<file path="config.mk">
export PLATFORM = sky130hd
export DESIGN_NAME = step_controller
export DESIGN_NICKNAME = d
export VERILOG_FILES = /design/src/rtl/step_controller.sv
export SDC_FILE = /design/constraint.sdc
export NUM_CORES = 1
export LEC_CHECK = 0
export BUFFER_PORTS_ARGS = -buffer_cell sky130_fd_sc_hd__clkbuf_2
export CORE_UTILIZATION = 61
export CTS_CLUSTER_DIAMETER = 150
export CTS_CLUSTER_SIZE = 8
export DETAILED_ROUTE_END_ITERATION = 10
export PLACE_DENSITY_LB_ADDON = 0.3
export SLEW_MARGIN = 10
export SYNTH_ARGS = -nofsm -noshare
export SYNTH_HDL_FRONTEND = slang
export SYNTH_SLANG_ARGS = --single-unit
</file>
<file path="constraint.sdc">
create_clock -name clk -period 3.3 [get_ports clk]
set_input_delay 0.165 -clock clk [delete_from_list [all_inputs] [get_ports clk]]
set_output_delay 0.165 -clock clk [all_outputs]
set_load 0.01 [all_outputs]
</file>
<file path="src/rtl/step_controller.sv">
// rtl/step_controller.sv - step/free-run gate for the bilinear downscaling datapath
// Consumer of the 0xF9 step-control bits: issues dp_en steps and reports status.
module step_controller #(
  parameter int CNT_W   = 16,
  parameter int TO_W    = 12,
  parameter int TIMEOUT = 1024
) (
  input  logic             clk,
  input  logic             aclr,
  input  logic             start,
  input  logic             step_mode,
  input  logic             step_pulse,
  input  logic             dp_step_ack,
  input  logic             frame_done,
  output logic             dp_en,
  output logic             clr_step_req,
  output logic [CNT_W-1:0] step_count,
  output logic [7:0]       status
);

  typedef enum logic [2:0] {
    S_IDLE, S_RUN, S_ARMED, S_ISSUE, S_WAIT, S_DONE
  } state_t;

  localparam logic [TO_W-1:0] TO_LAST = TO_W'(TIMEOUT - 1);
  localparam logic            TO_EN   = (TIMEOUT != 0);

  state_t          state;
  logic            pulse_q;
  logic            step_edge;
  logic [TO_W-1:0] wait_cnt;
  logic            timeout_f;
  logic            overrun_f;

  assign step_edge = step_pulse & ~pulse_q;
  assign dp_en     = (state == S_RUN) || (state == S_ISSUE);

  always_ff @(posedge clk or posedge aclr) begin
    if (aclr) begin
      state        <= S_IDLE;
      pulse_q      <= 1'b0;
      step_count   <= '0;
      wait_cnt     <= '0;
      timeout_f    <= 1'b0;
      overrun_f    <= 1'b0;
      clr_step_req <= 1'b0;
      status       <= 8'h00;
    end else begin
      pulse_q      <= step_pulse;
      clr_step_req <= 1'b0;
      status       <= {2'b00, overrun_f, timeout_f,
                       state == S_DONE,
                       (state == S_ISSUE) || (state == S_WAIT),
                       state == S_ARMED,
                       !((state == S_IDLE) || (state == S_DONE))};

      // A step request while one is still outstanding is not queued.
      if (step_edge && ((state == S_ISSUE) || (state == S_WAIT)))
        overrun_f <= 1'b1;

      case (state)
        S_IDLE, S_DONE: begin
          if (start) begin
            state      <= step_mode ? S_ARMED : S_RUN;
            step_count <= '0;
            timeout_f  <= 1'b0;
            overrun_f  <= 1'b0;
          end
        end
        S_RUN: begin
          if (frame_done)     state <= S_DONE;
          else if (step_mode) state <= S_ARMED;
        end
        S_ARMED: begin
          if (frame_done)      state <= S_DONE;
          else if (!step_mode) state <= S_RUN;
          else if (step_edge)  state <= S_ISSUE;
        end
        S_ISSUE: begin
          state    <= S_WAIT;
          wait_cnt <= '0;
          if (step_count != {CNT_W{1'b1}})
            step_count <= step_count + 1'b1;
        end
        S_WAIT: begin
          if (frame_done) begin
            state <= S_DONE;
          end else if (dp_step_ack) begin
            state        <= S_ARMED;
            clr_step_req <= 1'b1;
          end else if (TO_EN && (wait_cnt == TO_LAST)) begin
            state        <= S_ARMED;
            timeout_f    <= 1'b1;
            clr_step_req <= 1'b1;
          end else begin
            wait_cnt <= wait_cnt + 1'b1;
          end
        end
        default: state <= S_IDLE;
      endcase
    end
  end

endmodule
</file>
== Word level (Yosys, flattened, before mapping) ==
Cells that the tools add are included.

* Bits of input ports: 7
* Flip-flop bits (word level): 41
* Logic and storage cells: 72
* Output and inout bits: 26

* Mux-type cells: 30
* Equality and inequality tests: 16
* Add/subtract/negate cells: 2
* Bitwise gates (word level): 2
* Reductions and logical operators: 14

{| class="wikitable"
|+ Operator list
! operator !! number
|-
| 12-bit two-way mux || 3
|-
| 16-bit two-way mux || 2
|-
| 16-bit case mux with 2 select lines || 1
|-
| 3-bit two-way mux || 9
|-
| 12-bit case mux with 2 select lines || 1
|-
| 16-bit by 1-bit adder with 16-bit output (second input constant) || 1
|-
| 16-bit inequality test (second input constant) || 1
|-
| 3-bit case mux with 5 select lines || 1
|-
| 12-bit by 1-bit adder with 12-bit output (second input constant) || 1
|-
| 12-bit by 10-bit equality test with 1-bit output (second input constant) || 1
|-
| 1-bit two-way mux || 11
|-
| 2-bit inequality test (second input constant) || 4
|-
| 4-bit AND reduction || 2
|-
| 3-bit by 2-bit equality test with 1-bit output (second input constant) || 2
|-
| 3-bit equality test (second input constant) || 2
|-
| 2-bit nonzero test || 3
|-
| 5-bit AND reduction || 1
|-
| 2-bit by 1-bit inequality test with 1-bit output (second input constant) || 2
|-
| 4-bit by 3-bit inequality test with 1-bit output (second input constant) || 1
|-
| 4-bit inequality test (second input constant) || 1
|-
| 3-bit by 1-bit equality test with 1-bit output (second input constant) || 1
|-
| 3-bit logical NOT || 1
|-
| 1-bit logical OR || 3
|-
| 3-bit inequality test (second input constant) || 1
|-
| other kinds (8) || 8
|}

== Longest topological paths before layout ==
* Word-level depth: 6
* Gate-level depth with buffers: 8
* Gate-level depth less buffers: 6

== Worst setup path before layout ==
No wires, ideal clock.

* Path kind: register -> register
* Start point: register step_count[0]
* End point: register step_count[7]
* Library setup time: 124 ps
* Data required time: 3,176 ps
* Setup slack: 1,579 ps
* Path buffers: 0
* Data arrival time: 1,597 ps
* Clock period less this slack: 1,721 ps
* Stages on the path, launching flop included: 7
* Cells stage by stage: dfrtp_1 > ha_1 > inv_1 > or2_1 > o31ai_2 > nor3_1 > a211o_1

* Longest elaborated chain between the ends: 3
* Elaborated cells between the ends (all ways): 6
* Classes of those cells: add/sub (1); eq/ne (2); mux (2); reduce/logical (1)

{| class="wikitable"
|+ RTL lines
! element !! RTL line !! source
|-
| start: declaration || 17 || <nowiki>output logic [CNT_W-1:0] step_count,</nowiki>
|-
| start signal: assignment || 83 || <nowiki>step_count <= step_count + 1'b1;</nowiki>
|-
| 16-bit by 1-bit adder with 16-bit output or 16-bit inequality test (tied branches) || 83, 82 ||
|-
| 16-bit two-way mux or 2-bit by 1-bit inequality test with 1-bit output (tied branches) || -- ||
|-
| 16-bit case mux with 2 select lines or 3-bit AND reduction (tied branches) || -- ||
|}

Parallel ways exist; a longest one is shown, timed or not. The select of a mux whose other input is x is not followed.
A chain may end at the register's enable or synchronous reset.

== Final worst setup path ==
* Start point: register state[0]
* End point: register state[1]

* Longest elaborated chain between the ends: 4
* Elaborated cells between the ends (all ways): 13
* Classes of those cells: eq/ne (9); mux (1); reduce/logical (3)

{| class="wikitable"
|+ RTL lines
! element !! RTL line !! source
|-
| start: declaration || 28 || <nowiki>state_t state;</nowiki>
|-
| start signal: assignment || 64 || <nowiki>state <= step_mode ? S_ARMED : S_RUN;</nowiki>
|-
| 3-bit equality test or 3-bit logical NOT (tied branches) || 61 || <nowiki>case (state)</nowiki>
|-
| 2-bit OR reduction || 61 ||
|-
| 2-bit inequality test (no source line) || -- ||
|-
| 4-bit AND reduction (no source line) || -- ||
|}

Parallel ways exist; a longest one is shown, timed or not.

==> run metrics <==
unrepaired setup endpoints after global routing=false; ant diodes=0; Final Max Slew Viols=0; layout cells sized above 1=22.2%; Initial Util=64.2%; worst-skew pair later-pin latency=290 ps; drt first-iter violations=139; Mapped Area=0.00239 sq mm; worst stage delay on the critical path=740 ps; Synth Flop Type=dfrtp_1; Yosys cell types=61; fin worst setup slack=1250 ps; Port Buffers=30; Seq/Total Area, Yosys=43.0%; DP HPWL=3400 um; cell breakdown of the critical path=and3b_2 > nor3_1 > a21boi_2 > nor2_1 > a21o_1; Comb pwr share=37.6%; largest area contributor in the synthesized netlist=dfrtp_1; clock power share=17.8%; Clock Sinks=41; clk buf depth=2; placed cell area=0.00250 sq mm; FF-to-FF End=state[1]$_DFFE_PP0P_; CP Class=flip-flop to flip-flop; CP startpoint=state[0]$_DFFE_PP0P_; row count=22; Hold EP=clr_step_req$_DFF_PP0_; fin util=69.9%; Least-Margin Pin Slew=615 ps; Slew HR=59.0%; Post-CTS Setup Bufs=0; TritonCTS buffer count=5; remaining antenna violation count after routing=0; quantity of gates resized following cts=0; Post-synth ARST share=100%; synthesized instance count=249; Worst Setup Start Kind=flip-flop; Pint=1010 uW; most instantiated cells after synthesis=41 x dfrtp_1, 24 x nor2_1, 22 x nand2_1; largest net degree at the start of global routing=27; gr ovfl total=0; WL per Instance=14.8 um; Post-synth EDFFs=0; Residual DRC=0; Die Wd=64.5 um; Setup TNS=0 ps; Crit Reg-Reg Startpoint=state[0]$_DFFE_PP0P_; crit end category=flip-flop; min Tclk post-route=2050 ps; Sw Pwr=677 uW; pre-CTS setup slack=1290 ps; DIE HEIGHT=64.5 um; hold_sp=dp_step_ack; R2R setup slack=1250 ps; Final setup viols=0; Final Hold Viols=0; status=finished, final reports clean; initial antenna violation count=0; Yosys top cell area share=43.0%; Placer Congestion=0.818; PD cells=649 mW/mm^2; DIE AREA=0.00417 sq mm; clock slew at reported path FFs=70 ps; count leader, synth=dfrtp_1; max_cap viols=0; share of power burned in registers=44.5%; Root Buffer=clkbuf_8; Synthesis Warnings=0; P_leak=0.00121 uW; I/O pin total=33; R2R depth=5; Via-to-Cell Ratio=6.21; path category of the worst min-delay check=input pin to flip-flop; DP Cell Count=315; mean area per synthesized cell=9.58 sq um; H-tree depth=2; Routed WL=4780 um; post-route cell area=0.00260 sq mm; CP max stage cell=dfrtp_1; Post-Layout Cell Count=323; CP arrival=2230 ps; Synth Register Bits=41; GRT Util Overall=24.7%; Initial DRT Pass Iterations=4; via count=2,006; critical-path maximum fanout=19; Clock Skew=7.85 ps; VDD IR max=471 uV; Layout area overhead=8.86%; vias in the first global route=1,828; Switching Fraction=40.2%; Layout fillers=299; Data required, critical path=3480 ps; nets@finish=285; core box area=0.00372 sq mm; synth top area cells=dfrtp_1 43%, nor2_1 3.8%, nand2_1 3.5%, nor3_1 2.7%, o21ai_0 2.7%; Cells on Worst Hold Path=3; Peak Freq=489 MHz; Final period util=62.0%; CTS tree=built; global-route wire length before repair=8100 um
==> what timing repair did <==
| item | in CTS | in global routing |
|---|---|---|
| hold buffers | 2 | 0 |
| endpoints found under the setup margin | 0 | 0 |
| endpoints found under the hold margin | 16 | 0 |
==> cell families after synthesis <==
| family | synth area share [%] |
|---|---|
| AND/OR/NAND/NOR | 26.6 |
| AO/OA/AOI/OAI | 21.3 |
| flip-flops | 43.0 |
| buffers and inverters | 5.14 |
| XOR/XNOR | 1.42 |
| multiplexers | 1.31 |
| adder cells (fa/ha/maj) | 1.05 |
| other | 0.157 |
==> cell type report <==
cell class / instances / area, sq um / area share, %
multi-input combinational: 190 / 1240 / 47.8
sequential: 41 / 1030 / 39.5
timing repair buffer: 33 / 178 / 6.84
clock buffer: 5 / 68.8 / 2.65
tap: 48 / 60.1 / 2.31
inverter: 5 / 18.8 / 0.723
clock inverter: 1 / 5.00 / 0.193
==> layer usage <==
layer	GRT usage (%)	wire, um
met5	0	0
met4	9.72	74
met3	3.17	230
met2	39.5	2250
met1	34.2	2230
==> sequential cells by signal (all words and copies together) (netlist names) <==
signal,count
clr_step_req,1
overrun_f,1
pulse_q,1
state,3
status,6
step_count,16
timeout_f,1
wait_cnt,12
==> stage by stage <==
stage / hold WS [ps] / power [uW]
after floorplan: 196 / 1270
after global placement: 236 / 1380
after detailed placement: 241 / 1390
after CTS: 209 / 1690
after global routing: 208 / 1790
final: 211 / 1680
==> worst max-delay path by stage <==
| stage | slack, ps | cells past startpoint | endpoint |
|---|---|---|---|
| after detailed placement | 1290 | 5 | state[1]$_DFFE_PP0P_ |
| after global placement | 1330 | 5 | state[1]$_DFFE_PP0P_ |
| after global routing | 1060 | 5 | state[2]$_DFFE_PP0P_ |
| after floorplan | 1580 | 6 | step_count[7]$_DFFE_PP0P_ |
| after CTS | 1270 | 5 | state[1]$_DFFE_PP0P_ |
| final | 1250 | 5 | state[1]$_DFFE_PP0P_ |
==> worst max-delay path: cells and delay by family, from the launching register on <==
| family | cells | cell delay, ps |
|---|---|---|
| and+or+nand+nor | 3 | 760 |
| DFF | 1 | 740 |
| AOI/OAI and AO/OA | 2 | 440 |
==> cell usage in the layout (no fill, tap or decap), types with 7 or more instances in the layout <==
cell / synthesis / layout
a211o_1: 7 / 7
nand3_1: 7 / 7
nor2_1: 24 / 24
a31oi_1: 10 / 10
a21oi_1: 9 / 9
and3_1: 8 / 8
dfrtp_1: 41 / 41
nand4_1: 7 / 7
o21ai_1: 7 / 7
o21ai_0: 13 / 13
nand2_1: 22 / 22
nor3_1: 13 / 13
clkbuf_2: 0 / 30
==> power by group through the flow <==
stage	Clock [uW]	Combinational (uW)	Sequential, uW
after floorplan	0	579	693
final	301	634	750
after detailed placement	0	630	757
after global routing	322	698	770
after CTS	305	635	748
after global placement	0	626	752
(Power assumes the default switching activity.)
